**src/rtl/blvds_tx_scheduler_pkg.sv**
```systemverilog
// Shared definitions for the BLVDS transmit scheduler: trigger-source mode
// encodings, scheduler FSM states and a small constant helper.
package blvds_tx_scheduler_pkg;

  // Trigger source selected by imode
  typedef enum logic [1:0] {
    MODE_MANUAL   = 2'd0,
    MODE_PERIODIC = 2'd1,
    MODE_BURST    = 2'd2,
    MODE_OFF      = 2'd3
  } mode_e;

  // Frame handshake sequencing with the generator
  typedef enum logic [1:0] {
    ST_IDLE      = 2'd0,
    ST_ISSUE     = 2'd1,
    ST_WAIT_ACK  = 2'd2,
    ST_WAIT_DONE = 2'd3
  } state_e;

  // Frames per burst come in on an 8-bit port
  localparam int BURST_W = 8;

  // Larger of two elaboration-time constants, used to size the shared wait counter
  function automatic int maxOf(input int a, input int b);
    return (a > b) ? a : b;
  endfunction

endpackage

```
**src/rtl/blvds_tx_scheduler_period_timer.sv**
```systemverilog
// Free-running periodic trigger timer. Counts 0..period-1 while enabled and
// emits a one-cycle tick on the terminal count. A period shrunk below the
// current count ticks immediately and wraps, so a new period is picked up
// without waiting for a stale count to run out.
module blvds_period_timer
  import blvds_tx_scheduler_pkg::*;
#(
  parameter int PERIOD_W = 26
) (
  input  logic                iclk,
  input  logic                ireset_n,
  input  logic                i_enable,
  input  logic [PERIOD_W-1:0] i_period,
  output logic                o_tick
);

  logic [PERIOD_W-1:0] r_count;
  logic                w_last;

  // Terminal count reached (or passed, after the period was lowered)
  assign w_last = (r_count >= (i_period - PERIOD_W'(1)));
  assign o_tick = i_enable && w_last;

  // Count while enabled, wrap on terminal count, hold at zero when disabled
  always_ff @(posedge iclk or negedge ireset_n) begin
    if (!ireset_n) begin
      r_count <= '0;
    end else if (!i_enable || w_last) begin
      r_count <= '0;
    end else begin
      r_count <= r_count + PERIOD_W'(1);
    end
  end

endmodule

```
**src/rtl/blvds_tx_scheduler.sv**
```systemverilog
// Frame transmission scheduler for the BLVDS frame generator (56 MHz domain).
// Merges manual strobe, periodic timer and N-frame burst triggers into single
// cycle start pulses, handshakes with the generator busy flag, and keeps
// saturating statistics plus a sticky timeout flag.
module blvds_tx_scheduler
  import blvds_tx_scheduler_pkg::*;
#(
  parameter int PERIOD_W = 26,
  parameter int CNT_W    = 16,
  parameter int ACK_TO   = 16,
  parameter int DONE_TO  = 1000000
) (
  input  logic                iclk,
  input  logic                ireset_n,
  input  logic [1:0]          imode,
  input  logic [PERIOD_W-1:0] iperiod,
  input  logic [BURST_W-1:0]  iburst_len,
  input  logic                istrobe,
  input  logic                itx_busy,
  output logic                oTX_INIT,
  output logic                oBUSY,
  output logic [CNT_W-1:0]    oFRAME_CNT,
  output logic [CNT_W-1:0]    oMISSED_CNT,
  output logic                oTIMEOUT
);

  localparam int WAIT_W = $clog2(maxOf(ACK_TO, DONE_TO) + 1);

  logic               r_strobe_d;
  logic [1:0]         r_mode_d;
  logic               r_pending;
  logic [BURST_W-1:0] r_burst;
  state_e             r_state;
  logic [WAIT_W-1:0]  r_wait;
  logic               r_tx_init;
  logic [CNT_W-1:0]   r_frame_cnt;
  logic [CNT_W-1:0]   r_missed_cnt;
  logic               r_timeout;

  logic w_edge;
  logic w_mode_chg;
  logic w_timer_en;
  logic w_tick;
  logic w_trigger;
  logic w_burst_req;
  logic w_idle;
  logic w_take;
  logic w_burst_load;
  logic w_miss;
  logic w_frame_done;

  // A mode change restarts everything source-related: the timer is held for
  // that cycle and no trigger or burst request from that cycle is honoured.
  assign w_edge       = istrobe & ~r_strobe_d;
  assign w_mode_chg   = (imode != r_mode_d);
  assign w_timer_en   = (imode == MODE_PERIODIC) && (iperiod != '0) && !w_mode_chg;
  assign w_trigger    = !w_mode_chg &&
                        (((imode == MODE_MANUAL) && w_edge) ||
                         ((imode == MODE_PERIODIC) && w_tick));
  assign w_burst_req  = !w_mode_chg && (imode == MODE_BURST) && w_edge;
  assign w_idle       = (r_state == ST_IDLE);
  assign w_take       = w_idle && !w_mode_chg && (r_pending || (r_burst != '0));
  assign w_burst_load = w_burst_req && w_idle && (r_burst == '0);
  assign w_miss       = (w_trigger && r_pending && !w_take) ||
                        (w_burst_req && !w_burst_load);
  assign w_frame_done = (r_state == ST_WAIT_DONE) && !itx_busy;

  assign oTX_INIT    = r_tx_init;
  assign oBUSY       = (r_state != ST_IDLE) || (r_burst != '0);
  assign oFRAME_CNT  = r_frame_cnt;
  assign oMISSED_CNT = r_missed_cnt;
  assign oTIMEOUT    = r_timeout;

  blvds_period_timer #(
    .PERIOD_W (PERIOD_W)
  ) u_timer (
    .iclk     (iclk),
    .ireset_n (ireset_n),
    .i_enable (w_timer_en),
    .i_period (iperiod),
    .o_tick   (w_tick)
  );

  // Previous strobe level for edge detection and previous mode for change detection
  always_ff @(posedge iclk or negedge ireset_n) begin
    if (!ireset_n) begin
      r_strobe_d <= 1'b0;
      r_mode_d   <= 2'd0;
    end else begin
      r_strobe_d <= istrobe;
      r_mode_d   <= imode;
    end
  end

  // One-deep pending trigger; a trigger landing on the cycle it is consumed re-arms it
  always_ff @(posedge iclk or negedge ireset_n) begin
    if (!ireset_n) begin
      r_pending <= 1'b0;
    end else if (w_mode_chg) begin
      r_pending <= 1'b0;
    end else if (w_take) begin
      r_pending <= w_trigger;
    end else if (w_trigger) begin
      r_pending <= 1'b1;
    end
  end

  // Frames left in the current burst; decremented as each frame is issued
  always_ff @(posedge iclk or negedge ireset_n) begin
    if (!ireset_n) begin
      r_burst <= '0;
    end else if (w_mode_chg) begin
      r_burst <= '0;
    end else if (w_take && (r_burst != '0)) begin
      r_burst <= r_burst - BURST_W'(1);
    end else if (w_burst_load) begin
      r_burst <= iburst_len;
    end
  end

  // Issue / acknowledge / completion handshake with bounded waits
  always_ff @(posedge iclk or negedge ireset_n) begin
    if (!ireset_n) begin
      r_state   <= ST_IDLE;
      r_wait    <= '0;
      r_tx_init <= 1'b0;
      r_timeout <= 1'b0;
    end else begin
      r_tx_init <= 1'b0;
      case (r_state)
        ST_IDLE: begin
          if (w_take) begin
            r_state   <= ST_ISSUE;
            r_tx_init <= 1'b1;
          end
        end
        ST_ISSUE: begin
          r_state <= ST_WAIT_ACK;
          r_wait  <= '0;
        end
        ST_WAIT_ACK: begin
          if (itx_busy) begin
            r_state <= ST_WAIT_DONE;
            r_wait  <= '0;
          end else if (r_wait == WAIT_W'(ACK_TO - 1)) begin
            r_state   <= ST_IDLE;
            r_timeout <= 1'b1;
          end else begin
            r_wait <= r_wait + WAIT_W'(1);
          end
        end
        ST_WAIT_DONE: begin
          if (!itx_busy) begin
            r_state <= ST_IDLE;
          end else if (r_wait == WAIT_W'(DONE_TO - 1)) begin
            r_state   <= ST_IDLE;
            r_timeout <= 1'b1;
          end else begin
            r_wait <= r_wait + WAIT_W'(1);
          end
        end
        default: begin
          r_state <= ST_IDLE;
        end
      endcase
    end
  end

  // Saturating statistics: completed frames and dropped triggers
  always_ff @(posedge iclk or negedge ireset_n) begin
    if (!ireset_n) begin
      r_frame_cnt  <= '0;
      r_missed_cnt <= '0;
    end else begin
      if (w_frame_done && (r_frame_cnt != '1)) begin
        r_frame_cnt <= r_frame_cnt + CNT_W'(1);
      end
      if (w_miss && (r_missed_cnt != '1)) begin
        r_missed_cnt <= r_missed_cnt + CNT_W'(1);
      end
    end
  end

endmodule

```
**config.mk**
```make
export PLATFORM = sky130hd
export DESIGN_NAME = blvds_tx_scheduler
export DESIGN_NICKNAME = d
export VERILOG_FILES = /design/src/rtl/blvds_tx_scheduler_pkg.sv /design/src/rtl/blvds_tx_scheduler_period_timer.sv /design/src/rtl/blvds_tx_scheduler.sv
export SDC_FILE = /design/constraint.sdc
export NUM_CORES = 1
export LEC_CHECK = 0
export ABC_AREA = 1
export CORE_ASPECT_RATIO = 1.25
export CORE_MARGIN = 1
export CORE_UTILIZATION = 50
export DETAILED_ROUTE_END_ITERATION = 8
export PLACE_DENSITY = 0.72
export SLEW_MARGIN = 5
export SYNTH_ARGS = -nofsm -noshare
export SYNTH_HDL_FRONTEND = slang
export SYNTH_SLANG_ARGS = --single-unit
```
**constraint.sdc**
```tcl
create_clock -name iclk -period 5 [get_ports iclk]
set_input_delay 1 -clock iclk [delete_from_list [all_inputs] [get_ports iclk]]
set_output_delay 1 -clock iclk [all_outputs]
set_load 0.005 [all_outputs]
```
---- Word-level counts from Yosys, hierarchy flattened ----
Index checks and enable logic that the tools add are counted.
word-level totals
  word-level logic and storage cells ...... 106
  output and inout port bits .............. 35
  register bits ........................... 94
operators by class
  reduce and logical (&&, ||, !) cells .... 42
  order comparisons ....................... 1
  muxes and demuxes ....................... 25
  bitwise gates (word level) .............. 2
  add/subtract/negate cells ............... 6
  equal/unequal tests ..................... 19
operator list
  kind                   count
  $mux 20                4
  $pmux 20 s3            1
  $add 16x1->16 const B  2
  $ne 16x16->1 const B   2
  $add 26x1->26 const B  1
  $ge 26x26->1           1
  $mux 26                1
  $reduce_bool 26->1     1
  $sub 26x1->26 const B  1
  $mux 8                 3
  $add 20x1->20 const B  1
  $eq 20x20->1 const B   1
  $eq 20x4->1 const B    1
  $logic_and 1x1->1      19
  $mux 2                 5
  $mux 1                 9
  $reduce_bool 3->1      3
  $logic_not 8->1        1
  $ne 2x2->1 const B     4
  $pmux 2 s4             1
  $reduce_bool 8->1      1
  $sub 8x1->8 const B    1
  $eq 2x2->1 const B     3
  $ne 3x3->1 const B     2
  14 further kinds       26

---- Logic depth before layout (Yosys ltp) ----
  word-level depth ........................ 11
  gate-level depth with buffers ........... 27
  gate-level depth less buffers ........... 26

---- Hierarchy ----
Synthesis repeated with hierarchy kept, for this count alone.
second synthesis, totals
  cell total of the unflattened synthesis .. 1044
  area, all modules ....................... 7229.4 µm²
modules (own cells, without submodules)
  module              sequential area each (µm²)  times used  area an instance (µm²)  cells each
  blvds_tx_scheduler  1701.6                      1           4528.1                  642
  blvds_period_timer  650.6                       1           2701.3                  402

---- Worst setup path before layout ----
OpenSTA, ideal clock, no wires.
  kind .................................... input to register
  start ................................... input port iperiod[0]
  end ..................................... register r_missed_cnt[7], in the netlist oMISSED_CNT[7]
  setup slack ............................. 1.366 ns
  setup time .............................. 0.117 ns
  stages on the path ...................... 27
  buffers on the path ..................... 1
  data required time ...................... 4.883 ns
  arrival time ............................ 3.517 ns
  path through ............................ inv_1 -> nand2_1 -> nor3_4 -> nand4_2 -> nor2_2 -> nand3_1 -> nor2_1 -> nand2_1 -> xnor2_1 -> inv_1 -> ha_1 -> nand2_2 -> nor2_4 -> nand2_2 -> nor2_2 -> nand2_1 -> nand2_1 -> nor2_2 -> nand3_2 -> nand2_2 -> nand2_2 -> nand2_2 -> nand2_4 -> nand2_4 -> buf_12 -> nand2_2 -> nand2_1
on the way
  cells in the longest elaborated chain, start to end .. 11
ends and longest elaborated chain
  element                                                                line                                   RTL
  start, declared                                                        blvds_tx_scheduler.sv:16               input logic [PERIOD_W-1:0] iperiod,
  parallel branches: the longest is 3 deep, another holds $sub 26x1->26  n/a
  $logic_and 1x1->1 *                                                    blvds_tx_scheduler_period_timer.sv:22  assign o_tick = i_enable && w_last;
  $logic_and 1x1->1 *                                                    blvds_tx_scheduler.sv:59               ((imode == MODE_PERIODIC) && w_tick));
  $logic_or 1x1->1 *                                                     blvds_tx_scheduler.sv:58               (((imode == MODE_MANUAL) && w_edge) ||
  $logic_and 1x1->1 *                                                    blvds_tx_scheduler.sv:57               assign w_trigger = !w_mode_chg &&
  $logic_and 1x1->1 * (2 in series)                                      blvds_tx_scheduler.sv:64               assign w_miss = (w_trigger && r_pending && !w_take) ||
  $logic_or 1x1->1 *                                                     blvds_tx_scheduler.sv:64
  $logic_and 1x1->1 *                                                    blvds_tx_scheduler.sv:178              if (w_miss && (r_missed_cnt != '1)) begin
  end signal, assigned                                                   blvds_tx_scheduler.sv:179              r_missed_cnt <= r_missed_cnt + CNT_W'(1);
  end, declared                                                          blvds_tx_scheduler.sv:37               logic [CNT_W-1:0] r_missed_cnt;
Mark *: on every way between the ends.
A chain may end at the register's enable or synchronous reset.

---- Worst setup path after layout ----
  start ................................... input port iperiod[2]
  end ..................................... register r_missed_cnt[11], in the netlist oMISSED_CNT[11]
The elaborated chain is that of the path after synthesis.

==> impl_metrics.toml <==
[outcome]
status = "complete, no violations"

[placement]
place_ws_ns = 0.539
globalplace.congestion = 0.888
portBuffers = 74
place_area_um2 = 7670
hpwl_mm = 11.7

[synthesis]
synth-seq-cells = 94
synthFlopType = "dfrtp_1"
ys_warn_count = 0
synth_compound_area_frac = 0.0828
yosysTopAreaCellShare = 0.347
synthXorXnorAreaFrac = 0.0865
syn_inst = 888
netlist_area_um2 = 6790
synth-simple-area-share = 0.352
synth-seq-area-share = 0.347
yosys.area_share.adder = 0.0608
synth_top_family_by_area = "simple AND/OR/NAND/NOR gates"
synth_edf_count = 0
muxShareOfSynthArea = 0
async_flop_share = 1.00
synth_cell_type_count = 48
avgSynthCellArea_um2 = 7.64
syn_nets = 961
ys_top_cells_by_area = "dfrtp_1, nand2_1, ha_1"
synth_area_leader_cell = "dfrtp_1"

[grt]
overflow = 0
grt_use_total = 0.230
grt_start_max_net_pins = 63
antenna_found_initial = 0
grt_pass1_vias = 5793
grt_first_pass_wirelength_mm = 26.4

[clocking]
root_buffer = "clkbuf_16"
clk_pin_slew_ns = 0.07
cts_setup_buffers = 0
cts_tree = "yes"
cts_buffers = 9
clk_latency_ns = 0.34
numClockSinks = 94
ctsResizeCount = 0
cts_hold_buffers = 0
cts.path.max_buffers = 2
htreeDepth = 3

[cells_and_area]
drive_above_1_share = 0.103
mostFrequentLayoutCell = "nand2_1"
fin_nets = 1036
utilization = 0.600
fill_cells = 1271
seq_area_um2 = 2350
n_antenna_cell = 0
fin_area_um2 = 7940
final_cell_mix = "nand2_1, inv_1, dfrtp_1, nor2_1, clkdlybuf4s50_1"
area_growth_pct = 17.0
multi_input_area_um2 = 3950

[worst_setup_path]
cp-start-kind = "primary input"
worst_ep_arrival_time_ns = 4.32
criticalPathCategory = "primary input to flip-flop"
crit_path_end_kind = "flip-flop"
cp.required_ns = 5.23
crit_fanout = 18

[sta]
final.setup.tns_ns = 0
rsz0062_at_grt = "false"
min_period_ns = 4.09
hold-worst-slack_ns = 0.459
maxSlewViolCount = 0
setup_viol = 0
relSlewSlack = 0.476
hold_viol_final = 0
setup_slack_ns = 0.914
period_share = 0.817
worst_pin_slew_ns = 0.786
finClkSkew_ns = 0.00580
max_freq_ghz = 0.245

[drt]
finalWirelength_mm = 15.1
drt_iter0_markers = 237
route.detailed.drc = 0
viasPerCell = 5.24
via_count = 5965
ant_nets = 0
wl_per_cell_um = 13.3
dr.pass1.iters = 5

[floorplan]
floorplan.initialDensity = 0.513
fp.dieH_um = 132
core-area_um2 = 13200
io_pins = 75
num_rows = 47
die_area_um2 = 14000
die_w_um = 106

[power]
switching_share = 0.327
powerDensity_nw_per_um2 = 245
p_comb_frac = 0.217
ir_drop_uv = 238
seq_power_share = 0.455
internal-power_mw = 1.31
power.leakage_nw = 3.47
switching_power_mw = 0.637
p_clk_frac = 0.327

[hold_path]
hp-class = "flip-flop to flip-flop"

[job]
drv_cap = 0
==> Yosys cell counts (20+ instances only) <==
cell type and n:
a21oi_1 26, nand2_2 25, nand3_1 67, nand2_1 186
inv_1 102, xnor2_1 30, dfrtp_1 94, nor3_1 33
xor2_1 37, nor2_2 20, nor2_1 88, nand4_1 21
ha_1 33
==> registers in the layout (all words and copies together), names as in the netlist, 2 cells and up <==
name / cells
oFRAME_CNT: 16
r_mode_d: 2
oMISSED_CNT: 16
r_state: 2
u_timer.r_count: 26
r_burst: 8
r_wait: 20
==> final cells by class <==
| type | count | area share |
|---|---|---|
| clock inverters | 4 | 0.00410 |
| flip-flops and latches | 94 | 0.296 |
| clock buffers | 12 | 0.0298 |
| inverters | 105 | 0.0496 |
| multi-input cells | 676 | 0.498 |
| repair buffers | 77 | 0.0958 |
| well taps | 171 | 0.0269 |
==> worst max-delay path, cell delays in order <==
cell and delay (ns):
clkdlybuf4s50_1 0.45, nor2_1 0.10, nand2_1 0.11, nor3_4 0.19
nand4_2 0.16, nor2_2 0.17, nand3_1 0.16, nor2_1 0.12
nand2_1 0.07, xnor2_1 0.13, inv_1 0.06, ha_1 0.30
nand2_2 0.09, nor2_4 0.13, nand2_2 0.07, nor2_2 0.07
nand2_1 0.05, nand2_1 0.06, nor2_2 0.05, nand3_2 0.06
nand2_2 0.06, nand2_2 0.07, nand2_2 0.06, nand2_4 0.18
nand2_4 0.19, nand2_2 0.10, nand2_1 0.06
==> cell families (layout without fill, tap and decap cells) <==
| group | Yosys count | after routing |
|---|---|---|
| DFF | 94 | 94 |
| AOI/OAI and AO/OA | 93 | 93 |
| xor gates and xnor gates | 67 | 67 |
| and+or+nand+nor | 483 | 483 |
| adders and majority gates | 33 | 33 |
| buffers and inverters | 118 | 198 |
==> stage by stage <==
stage,instances,total power [mW]
after floorplan,888,1.15
after global placement,1123,1.32
after detailed placement,1123,1.32
after CTS,1139,1.96
after global routing,1139,2.05
final,1139,1.95
==> path summary, 6_finish.rpt <==
path                                               from  cells past startpoint  slack [ns]                            end
max                                          iperiod[2]                     27        0.91    oMISSED_CNT[11]$_DFFE_PN0P_
min                        u_timer.r_count[0]$_DFF_PN0_                      1        0.46   u_timer.r_count[0]$_DFF_PN0_
max reg2reg                u_timer.r_count[3]$_DFF_PN0_                     12        2.75    oMISSED_CNT[11]$_DFFE_PN0P_
min reg2reg                u_timer.r_count[0]$_DFF_PN0_                      1        0.46   u_timer.r_count[0]$_DFF_PN0_
max in group asynchronous                      ireset_n                      2        3.33   u_timer.r_count[3]$_DFF_PN0_
min in group asynchronous                      ireset_n                      1        0.72  u_timer.r_count[20]$_DFF_PN0_
==> layer usage <==
metal,up-vias,global-route usage,share of wire
met5,-,0,0
met4,0,0.0702,0.016
met3,20,0.0272,0.034
met2,110,0.409,0.51
met1,2752,0.290,0.44
li1,3083,-,-
==> power groups by stage <==
stage	clock network, mW	registers (mW)	logic [mW]
2_1_floorplan	0	0.864	0.286
3_5_place_dp	0	0.896	0.425
5_1_grt	0.680	0.893	0.477
4_1_cts	0.650	0.884	0.427
6_report	0.637	0.886	0.423
3_3_place_gp	0	0.898	0.419
(Power assumes the default switching activity.)
